### src/rtl/im_loader_pkg.sv
// Shared definitions for the instruction-memory loader: FSM encoding,
// word geometry and the address helper used by the loader and its bench.
package im_loader_pkg;

    typedef enum logic [1:0] {
        ST_IDLE    = 2'd0,
        ST_COLLECT = 2'd1,
        ST_WRITE   = 2'd2,
        ST_DONE    = 2'd3
    } state_t;

    localparam int          LANES     = 4;
    localparam int          LANE_W    = $clog2(LANES);
    localparam logic [15:0] ADDR_STEP = 16'd4;

    function automatic logic [15:0] word_align(input logic [15:0] addr);
        return {addr[15:2], 2'b00};
    endfunction

endpackage

### src/rtl/im_loader_if.sv
// Load-request, byte-stream and SRAM write port bundle of the loader.
// master drives requests/bytes, slave is the loader itself.
interface im_loader_if;
    import im_loader_pkg::*;

    logic                 start;
    logic [15:0]          base_addr;
    logic [15:0]          byte_count;
    logic                 in_valid;
    logic [7:0]           in_data;
    logic                 in_ready;
    logic [LANES-1:0]     F_im_w_en;
    logic [15:0]          current_pc_15_0;
    logic [LANES*8-1:0]   im_write_data;
    logic                 busy;
    logic                 done;
    logic                 cpu_rst;

    modport master (
        output start, base_addr, byte_count, in_valid, in_data,
        input  in_ready, F_im_w_en, current_pc_15_0, im_write_data,
               busy, done, cpu_rst
    );

    modport slave (
        input  start, base_addr, byte_count, in_valid, in_data,
        output in_ready, F_im_w_en, current_pc_15_0, im_write_data,
               busy, done, cpu_rst
    );

endinterface

### src/rtl/im_byte_packer.sv
// Assembles incoming bytes little-endian into one SRAM word and tracks
// which lanes have been filled since the last clear.
module im_byte_packer
    import im_loader_pkg::*;
(
    input  logic                 clk,
    input  logic                 rst,
    input  logic                 clear,
    input  logic                 push,
    input  logic [7:0]           byte_in,
    output logic [LANES*8-1:0]   word,
    output logic [LANES-1:0]     mask,
    output logic                 last_lane
);

    logic [LANE_W-1:0] lane_reg;

    always_ff @(posedge clk or posedge rst) begin
        if (rst) begin
            lane_reg <= '0;
        end else if (clear) begin
            lane_reg <= '0;
        end else if (push) begin
            lane_reg <= lane_reg + LANE_W'(1);
        end
    end

    // Cleared lanes read back as zero so a partial word carries no stale bytes.
    generate
        for (genvar gi = 0; gi < LANES; gi++) begin : g_lane
            logic [7:0] byte_reg;
            logic       valid_reg;

            always_ff @(posedge clk or posedge rst) begin
                if (rst) begin
                    byte_reg  <= '0;
                    valid_reg <= 1'b0;
                end else if (clear) begin
                    byte_reg  <= '0;
                    valid_reg <= 1'b0;
                end else if (push && lane_reg == LANE_W'(gi)) begin
                    byte_reg  <= byte_in;
                    valid_reg <= 1'b1;
                end
            end

            assign word[8*gi +: 8] = byte_reg;
            assign mask[gi]        = valid_reg;
        end
    endgenerate

    assign last_lane = (lane_reg == LANE_W'(LANES - 1));

endmodule

### src/rtl/im_loader.sv
// Streams a byte sequence into instruction SRAM one word at a time and
// holds the CPU in reset until the first load has finished.
module im_loader
    import im_loader_pkg::*;
(
    input  logic         clk,
    input  logic         rst,
    im_loader_if.slave   bus
);

    state_t             state_reg;
    logic [15:0]        addr_reg;
    logic [15:0]        remaining_reg;
    logic               in_ready_reg;
    logic               busy_reg;
    logic               done_reg;
    logic               cpu_rst_reg;

    logic               accept_start;
    logic               xfer;
    logic               pack_clear;
    logic               last_lane;
    logic [LANES*8-1:0] word;
    logic [LANES-1:0]   mask;

    assign accept_start = (state_reg == ST_IDLE) && bus.start;
    assign xfer         = in_ready_reg && bus.in_valid;
    assign pack_clear   = accept_start || (state_reg == ST_WRITE);

    im_byte_packer u_packer (
        .clk       (clk),
        .rst       (rst),
        .clear     (pack_clear),
        .push      (xfer),
        .byte_in   (bus.in_data),
        .word      (word),
        .mask      (mask),
        .last_lane (last_lane)
    );

    // Handshake/status outputs are updated together with the state so they
    // always reflect the state being entered.
    always_ff @(posedge clk or posedge rst) begin
        if (rst) begin
            state_reg     <= ST_IDLE;
            addr_reg      <= '0;
            remaining_reg <= '0;
            in_ready_reg  <= 1'b0;
            busy_reg      <= 1'b0;
            done_reg      <= 1'b0;
            cpu_rst_reg   <= 1'b1;
        end else begin
            case (state_reg)
                ST_IDLE: begin
                    if (bus.start) begin
                        addr_reg      <= word_align(bus.base_addr);
                        remaining_reg <= bus.byte_count;
                        busy_reg      <= 1'b1;
                        if (bus.byte_count != '0) begin
                            state_reg    <= ST_COLLECT;
                            in_ready_reg <= 1'b1;
                        end else begin
                            state_reg   <= ST_DONE;
                            done_reg    <= 1'b1;
                            cpu_rst_reg <= 1'b0;
                        end
                    end
                end
                ST_COLLECT: begin
                    if (xfer) begin
                        remaining_reg <= remaining_reg - 16'd1;
                        if (last_lane || remaining_reg == 16'd1) begin
                            state_reg    <= ST_WRITE;
                            in_ready_reg <= 1'b0;
                        end
                    end
                end
                ST_WRITE: begin
                    addr_reg <= addr_reg + ADDR_STEP;
                    if (remaining_reg != '0) begin
                        state_reg    <= ST_COLLECT;
                        in_ready_reg <= 1'b1;
                    end else begin
                        state_reg   <= ST_DONE;
                        done_reg    <= 1'b1;
                        cpu_rst_reg <= 1'b0;
                    end
                end
                ST_DONE: begin
                    state_reg <= ST_IDLE;
                    done_reg  <= 1'b0;
                    busy_reg  <= 1'b0;
                end
                default: begin
                    state_reg <= ST_IDLE;
                end
            endcase
        end
    end

    assign bus.in_ready        = in_ready_reg;
    assign bus.F_im_w_en       = (state_reg == ST_WRITE) ? mask : '0;
    assign bus.current_pc_15_0 = addr_reg;
    assign bus.im_write_data   = word;
    assign bus.busy            = busy_reg;
    assign bus.done            = done_reg;
    assign bus.cpu_rst         = cpu_rst_reg;

endmodule
### src/flat_wrapper.sv
// flat-port wrapper written by rule: the top's interface ports become plain ports
module im_loader_flat import im_loader_pkg::*;
  (clk, rst, bus_start, bus_base_addr, bus_byte_count, bus_in_valid, bus_in_data, bus_in_ready, bus_F_im_w_en, bus_current_pc_15_0, bus_im_write_data, bus_busy, bus_done, bus_cpu_rst);
  im_loader_if bus_i ();
  input  logic clk;
  input  logic rst;
  input wire logic [$bits(bus_i.start)-1:0] bus_start;
  input wire logic [$bits(bus_i.base_addr)-1:0] bus_base_addr;
  input wire logic [$bits(bus_i.byte_count)-1:0] bus_byte_count;
  input wire logic [$bits(bus_i.in_valid)-1:0] bus_in_valid;
  input wire logic [$bits(bus_i.in_data)-1:0] bus_in_data;
  output wire logic [$bits(bus_i.in_ready)-1:0] bus_in_ready;
  output wire logic [$bits(bus_i.F_im_w_en)-1:0] bus_F_im_w_en;
  output wire logic [$bits(bus_i.current_pc_15_0)-1:0] bus_current_pc_15_0;
  output wire logic [$bits(bus_i.im_write_data)-1:0] bus_im_write_data;
  output wire logic [$bits(bus_i.busy)-1:0] bus_busy;
  output wire logic [$bits(bus_i.done)-1:0] bus_done;
  output wire logic [$bits(bus_i.cpu_rst)-1:0] bus_cpu_rst;
  assign bus_i.start = bus_start;
  assign bus_i.base_addr = bus_base_addr;
  assign bus_i.byte_count = bus_byte_count;
  assign bus_i.in_valid = bus_in_valid;
  assign bus_i.in_data = bus_in_data;
  assign bus_in_ready = bus_i.in_ready;
  assign bus_F_im_w_en = bus_i.F_im_w_en;
  assign bus_current_pc_15_0 = bus_i.current_pc_15_0;
  assign bus_im_write_data = bus_i.im_write_data;
  assign bus_busy = bus_i.busy;
  assign bus_done = bus_i.done;
  assign bus_cpu_rst = bus_i.cpu_rst;
  im_loader u_core (.clk(clk), .rst(rst), .bus(bus_i));
endmodule
### config.mk
export PLATFORM = sky130hd
export DESIGN_NAME = im_loader_flat
export DESIGN_NICKNAME = d
export VERILOG_FILES = /design/src/rtl/im_loader_pkg.sv /design/src/rtl/im_loader_if.sv /design/src/rtl/im_byte_packer.sv /design/src/rtl/im_loader.sv /design/src/flat_wrapper.sv
export SDC_FILE = /design/constraint.sdc
export NUM_CORES = 1
export LEC_CHECK = 0
export CAP_MARGIN = 20
export CORE_UTILIZATION = 35
export CTS_CLUSTER_DIAMETER = 100
export DETAILED_ROUTE_END_ITERATION = 12
export PLACE_DENSITY = 0.6
export SYNTH_ARGS = -nofsm -noshare
export SYNTH_HDL_FRONTEND = slang
export SYNTH_HIERARCHICAL = 1
export SYNTH_SLANG_ARGS = --single-unit
### constraint.sdc
create_clock -name clk -period 1.8 [get_ports clk]
set_input_delay 0.27 -clock clk [delete_from_list [all_inputs] [get_ports clk]]
set_output_delay 0.27 -clock clk [all_outputs]
set_load 0.01 [all_outputs]
# [Yosys cells after proc, flatten, opt, wreduce, memory -nomap -nowiden]
# Index checks and enable logic that the tools add are counted.
[word_totals] reg_bits=76 input_bits=44 output_inout_bits=56 elab_cells=108
[classes] n_addsub=3 n_eq_ne=14 muxes=46 n_reduce_logical=29
[op_table] operator="8-bit two-way mux" n=8
[op_table] operator="16-bit case mux with 2 select lines" n=2
[op_table] operator="16-bit two-way mux" n=3
[op_table] operator="16-bit nonzero test" n=2
[op_table] operator="1-bit two-way mux" n=20
[op_table] operator="16-bit by 3-bit adder with 16-bit output, second input constant" n=1
[op_table] operator="16-bit by 1-bit == test with 1-bit output, second input constant" n=1
[op_table] operator="2-bit nonzero test" n=8
[op_table] operator="16-bit by 1-bit subtractor with 16-bit output, second input constant" n=1
[op_table] operator="2-bit two-way mux" n=7
[op_table] operator="2-bit inequality test, second input constant" n=6
[op_table] operator="2-bit == test, second input constant" n=4
[op_table] operator="2-bit case mux with 4 select lines" n=1
[op_table] operator="4-bit AND reduction" n=2
[op_table] operator="1-bit logical AND" n=6
[op_table] operator="1-bit case mux with 3 select lines" n=2
[op_table] operator="3-bit AND reduction" n=2
[op_table] operator="6-bit AND reduction" n=1
[op_table] operator="3-bit nonzero test" n=2
[op_table] operator="2-bit by 1-bit == test with 1-bit output, second input constant" n=2
[op_table] operator="2-bit zero test" n=2
[op_table] operator="4-bit two-way mux" n=1
[op_table] operator="1-bit case mux with 2 select lines" n=2
[op_table] operator="2-bit AND reduction" n=2
[op_table] operator="other kinds (3)" n=4

# [Logic depth before layout (Yosys ltp)]
[logic_depth] depth_word=5 ltp_mapped=8 depth_no_buf=6

# [Hierarchy]
# Netlist, hierarchy kept.
[modules_own_cells] module="im_loader" n_inst=1 cells_each=299 area_per_inst_um2=2494.9 seq_area_each_um2=902.1
[modules_own_cells] module="im_byte_packer" n_inst=1 cells_each=147 area_per_inst_um2=1856.8 seq_area_each_um2=950.9

# [Least setup slack after synthesis]
# OpenSTA, ideal clock, no wires.
[synth_timing] kind="register to register" startpoint="reg u_core.remaining_reg[0]" endpoint="reg u_core.remaining_reg[6]" setup_ns=0.099 arrival_time_ns=1.566 t_required_ns=1.701 slack_ns=0.134 path_stages_with_launch=7 n_path_buf=0 synth_period_minus_slack_ns=1.666 cell_sequence="dfrtp_1 -> inv_1 -> ha_1 -> or4b_4 -> o21ai_1 -> a21oi_1 -> a311oi_1"
[synth_between] elab_chain_cells=3
[synth_lines] element="start, declared" line="im_loader.sv:13" rtl="logic [15:0] remaining_reg;"
[synth_lines] element="start signal, assigned" line="im_loader.sv:57" rtl="remaining_reg <= bus.byte_count;"
[synth_lines] element="start signal, assigned" line="im_loader.sv:71" rtl="remaining_reg <= remaining_reg - 16'd1;"
[synth_lines] element="16-bit by 1-bit subtractor with 16-bit output" line="im_loader.sv:71"
[synth_lines] element="16-bit two-way mux" line="im_loader.sv:70" rtl="if (xfer) begin"
[synth_lines] element="16-bit case mux with 2 select lines" line="im_loader.sv:53" rtl="case (state_reg)"
# No other way between the ends. The select of a mux whose other input is x is not followed.
# A chain may end at the register's enable or synchronous reset.

# [Worst setup path in the final report]
[layout_timing] startpoint="reg u_core.state_reg[1]" endpoint="out bus_F_im_w_en[3]"
[layout_between] elab_chain_cells=2
[layout_lines] element="start, declared" line="im_loader.sv:11" rtl="state_t state_reg;"
[layout_lines] element="start signal, assigned" line="im_loader.sv:45" rtl="state_reg <= ST_IDLE;"
[layout_lines] element="start signal, assigned" line="im_loader.sv:60" rtl="state_reg <= ST_COLLECT;"
[layout_lines] element="start signal, assigned" line="im_loader.sv:63" rtl="state_reg <= ST_DONE;"
[layout_lines] element="2-bit == test" line="im_loader.sv:102" rtl="assign bus.F_im_w_en = (state_reg == ST_WRITE) ? mask : '0;"
[layout_lines] element="4-bit two-way mux" line="im_loader.sv:102"
[layout_lines] element="end, declared" line="flat_wrapper.sv:13" rtl="output wire logic [$bits(bus_i.F_im_w_en)-1:0] bus_F_im_w_en;"
# No other way between the ends.

==> impl_metrics.py <==
metrics = {
    "logic_synthesis": {
        "post_synth.cell_area_avg_sq_um": 9.76,
        "synth_warnings": 6,
        "ys_seq_elements": 74,
        "postSynth.asyncResetShare_pct": 100,
        "yosysUniqueCellTypes": 67,
        "synthesis.instances": 446,
        "number_of_flops_mapped_to_enable_cells_by_yosys": 0,
        "synth_sequential_area_ratio_pct": 42.6,
        "yosys.area.top_type_share_pct": 42.0,
        "synth_area_leaders": "sky130_fd_sc_hd__dfrtp_1, sky130_fd_sc_hd__mux2i_1, sky130_fd_sc_hd__nand2b_1",
        "yosysTopAreaCell": "sky130_fd_sc_hd__dfrtp_1",
        "postSynth.topFlopCell": "sky130_fd_sc_hd__dfrtp_1",
        "syn-cell-area_sq_um": 4350,
    },
    "run": {
        "max_cap_violations": 0,
    },
    "placement": {
        "dpl.cell_count": 719,
        "gpl.final_weighted_congestion": 0.797,
        "pre_cts_ws_ns": -0.222,
        "placement.io_buffers": 95,
        "dpl-instance-area_sq_um": 5650,
        "detailed_place_hpwl_um": 8270,
    },
    "sta": {
        "fin_ws_ns": 0.0588,
        "fmax_mhz": 574,
        "report.final.setup_viol": 0,
        "setup_repair_after_global_routing_missed_its_margin": "false",
        "min_period_over_period_pct": 96.7,
        "setup_total_negative_slack_ns": 0,
        "timing.clock.skew_ns": 0.00615,
        "final_hold_viol_count": 0,
        "fin_hold_ws_ns": 0.325,
        "final_max_slew_viol_count": 0,
        "final.min_clock_period_ns": 1.74,
    },
    "critical_path": {
        "timing.critical_path.arrival_ns": 1.47,
        "worstSetupEndpointType": "primary output",
        "critical_path_class": "flip-flop to primary output",
        "reg2reg_depth": 5,
        "cp.required_ns": 1.53,
        "critical_path.startpoint_type": "flip-flop",
        "highest_fanout_seen_on_the_critical_path": 4,
    },
    "final_layout": {
        "final_cells": 736,
        "layout_utilization_pct": 49.9,
        "most_common_cell_after_layout_fill_and_taps_aside": "sky130_fd_sc_hd__clkdlybuf4s50_1",
        "largest_register_ff_count": 32,
        "antennaDiodeCount": 0,
        "final_net_count": 614,
        "post_route_cells_drive_above_1_share_pct": 14.8,
        "postLayoutCellArea_sq_um": 6020,
        "syn2layout_area_growth_pct": 38.2,
        "most-common-layout-cells": "sky130_fd_sc_hd__clkdlybuf4s50_1, sky130_fd_sc_hd__dfrtp_1, sky130_fd_sc_hd__nand2b_1",
    },
    "worst_hold_path": {
        "hp-class": "input port to async pin",
    },
    "floorplanning": {
        "fp.dieArea_sq_um": 12900,
        "ioPinCount": 100,
        "die_h_um": 114,
        "core-area_sq_um": 12100,
        "row_count": 40,
        "starting_density_pct": 36.1,
        "chipWidth_um": 114,
    },
    "clock_network": {
        "postCtsHoldBufs": 0,
        "clock_tree.root_cell": "sky130_fd_sc_hd__clkbuf_16",
        "cts_inserted_buffers": 9,
        "clkSlewWorstSetupHoldPaths_ns": 0.06,
        "h-tree-depth": 3,
        "clock_tree_from_tritoncts": "done",
        "clock_latency_ns": 0.33,
        "number_of_buffers_on_the_longest_clock_path": 2,
        "numClockSinks": 74,
    },
    "drt": {
        "detailedRoute.firstPassIterationCount": 4,
        "routed_wl_um": 11900,
        "route.vias.total": 3842,
        "top_signal_layer_used": "met4",
        "m1WireLength_um": 5180,
        "count_of_unresolved_drc_violations_after_routing": 0,
        "average_vias_per_placed_instance": 5.22,
        "detail-route-antenna-nets": 0,
        "met3WireLength_um": 900,
        "dr_wl_met2_um": 5650,
        "drt_iter0_markers": 286,
        "wl_per_cell_um": 16.1,
    },
    "grt": {
        "via_count_of_the_first_global_routing_pass": 3945,
        "grt_overflow_total": 0,
        "grt_pass1_wl_um": 19600,
        "gr-usage-all-layers_pct": 19.2,
        "antenna_violations_before_repair": 0,
        "grt_start_max_net_pins": 47,
    },
    "power_and_ir_drop": {
        "finalPower_mw": 9.44,
        "pwr_density_cell_nw_per_um2": 1570,
        "leakage_nw": 2.68,
        "ir_drop_uv": 577,
    },
    "run_status": {
        "status": "finished, final reports clean",
    },
}
routing by layer:
layer | GRT usage, % | vias up
met3 | 5.10 | 14
met1 | 24.6 | 1858
met4 | 4.91 | 0
li1 | - | 1843
met5 | 0 | -
met2 | 32.2 | 127
report_power, final:
group,switching [mW],internal [mW],total (mW)
Combinational,2.13,2.33,4.46
Clock,0.766,1.23,1.99
Sequential,0.669,2.31,2.98
Total,3.56,5.87,9.44
layout make-up:
cell class	instances	area (sq um)
Clock buffer	9	225
Clock inverter	7	101
Fill cell	1150	6050
Inverter	13	48.8
Multi-Input combinational cell	328	2270
Sequential cell	74	1850
Tap cell	168	210
Timing Repair Buffer	137	1310
synth_stat cells, types with 3 or more instances:
master and count:
sky130_fd_sc_hd__a211oi_1 5, sky130_fd_sc_hd__a21o_1 3, sky130_fd_sc_hd__a21oi_1 27, sky130_fd_sc_hd__a22oi_1 3, sky130_fd_sc_hd__a2bb2oi_1 3, sky130_fd_sc_hd__and2_1 8
sky130_fd_sc_hd__and3_1 4, sky130_fd_sc_hd__and4_1 6, sky130_fd_sc_hd__buf_2 5, sky130_fd_sc_hd__buf_4 7, sky130_fd_sc_hd__buf_6 9, sky130_fd_sc_hd__clkbuf_1 9
sky130_fd_sc_hd__dfrtp_1 73, sky130_fd_sc_hd__ha_1 7, sky130_fd_sc_hd__inv_1 11, sky130_fd_sc_hd__mux2i_1 37, sky130_fd_sc_hd__nand2_1 15, sky130_fd_sc_hd__nand2b_1 43
sky130_fd_sc_hd__nand3_1 8, sky130_fd_sc_hd__nand4_1 10, sky130_fd_sc_hd__nor2_1 38, sky130_fd_sc_hd__nor2b_1 3, sky130_fd_sc_hd__nor3_1 9, sky130_fd_sc_hd__nor3b_1 3
sky130_fd_sc_hd__nor4_1 8, sky130_fd_sc_hd__o21ai_0 6, sky130_fd_sc_hd__o21ai_1 10, sky130_fd_sc_hd__o22a_1 8, sky130_fd_sc_hd__o22ai_1 17, sky130_fd_sc_hd__or2_2 4
sky130_fd_sc_hd__or3_1 4
kinds of logic (layout without fill, tap and decap cells):
kind of cell,Yosys count,after routing,synth area share (%)
AND/OR/NAND/NOR,181,181,25.3
AO/OA/AOI/OAI,100,100,15.1
flip-flops,74,74,42.6
buffers and inverters,45,166,6.21
multiplexers,37,37,8.51
adder cells (fa/ha/maj),7,7,2.01
other,1,2,0.0862
XOR/XNOR,1,1,0.201
what timing repair did:
item | in CTS | in global routing
gates resized for setup | 7 | 7
pin swaps | 0 | 1
endpoints found under the setup margin | 4 | 16
buffers inserted | 2 | 0
critical path: stages (launching register included):
cell	delay, ns
sky130_fd_sc_hd__dfrtp_1	0.40
sky130_fd_sc_hd__nor2b_4	0.15
sky130_fd_sc_hd__buf_4	0.15
sky130_fd_sc_hd__and2_1	0.16
sky130_fd_sc_hd__dlygate4sd2_1	0.28
path summary, 6_finish.rpt:
path	start	end	slack (ns)
max in group asynchronous	rst	u_core/u_packer/g_lane[1].valid_reg	1.06
min in group clk	u_core/bus.cpu_rst	u_core/bus.cpu_rst	0.49
worst max register to register	u_core/state_reg[0]	u_core/remaining_reg[15]	0.07
worst min-delay path	rst	u_core/bus.current_pc_15_0[6]	0.33
worst max-delay path	u_core/state_reg[1]	bus_F_im_w_en[3]	0.06
worst min register to register	u_core/bus.cpu_rst	u_core/bus.cpu_rst	0.49
(Power assumes the default switching activity.)
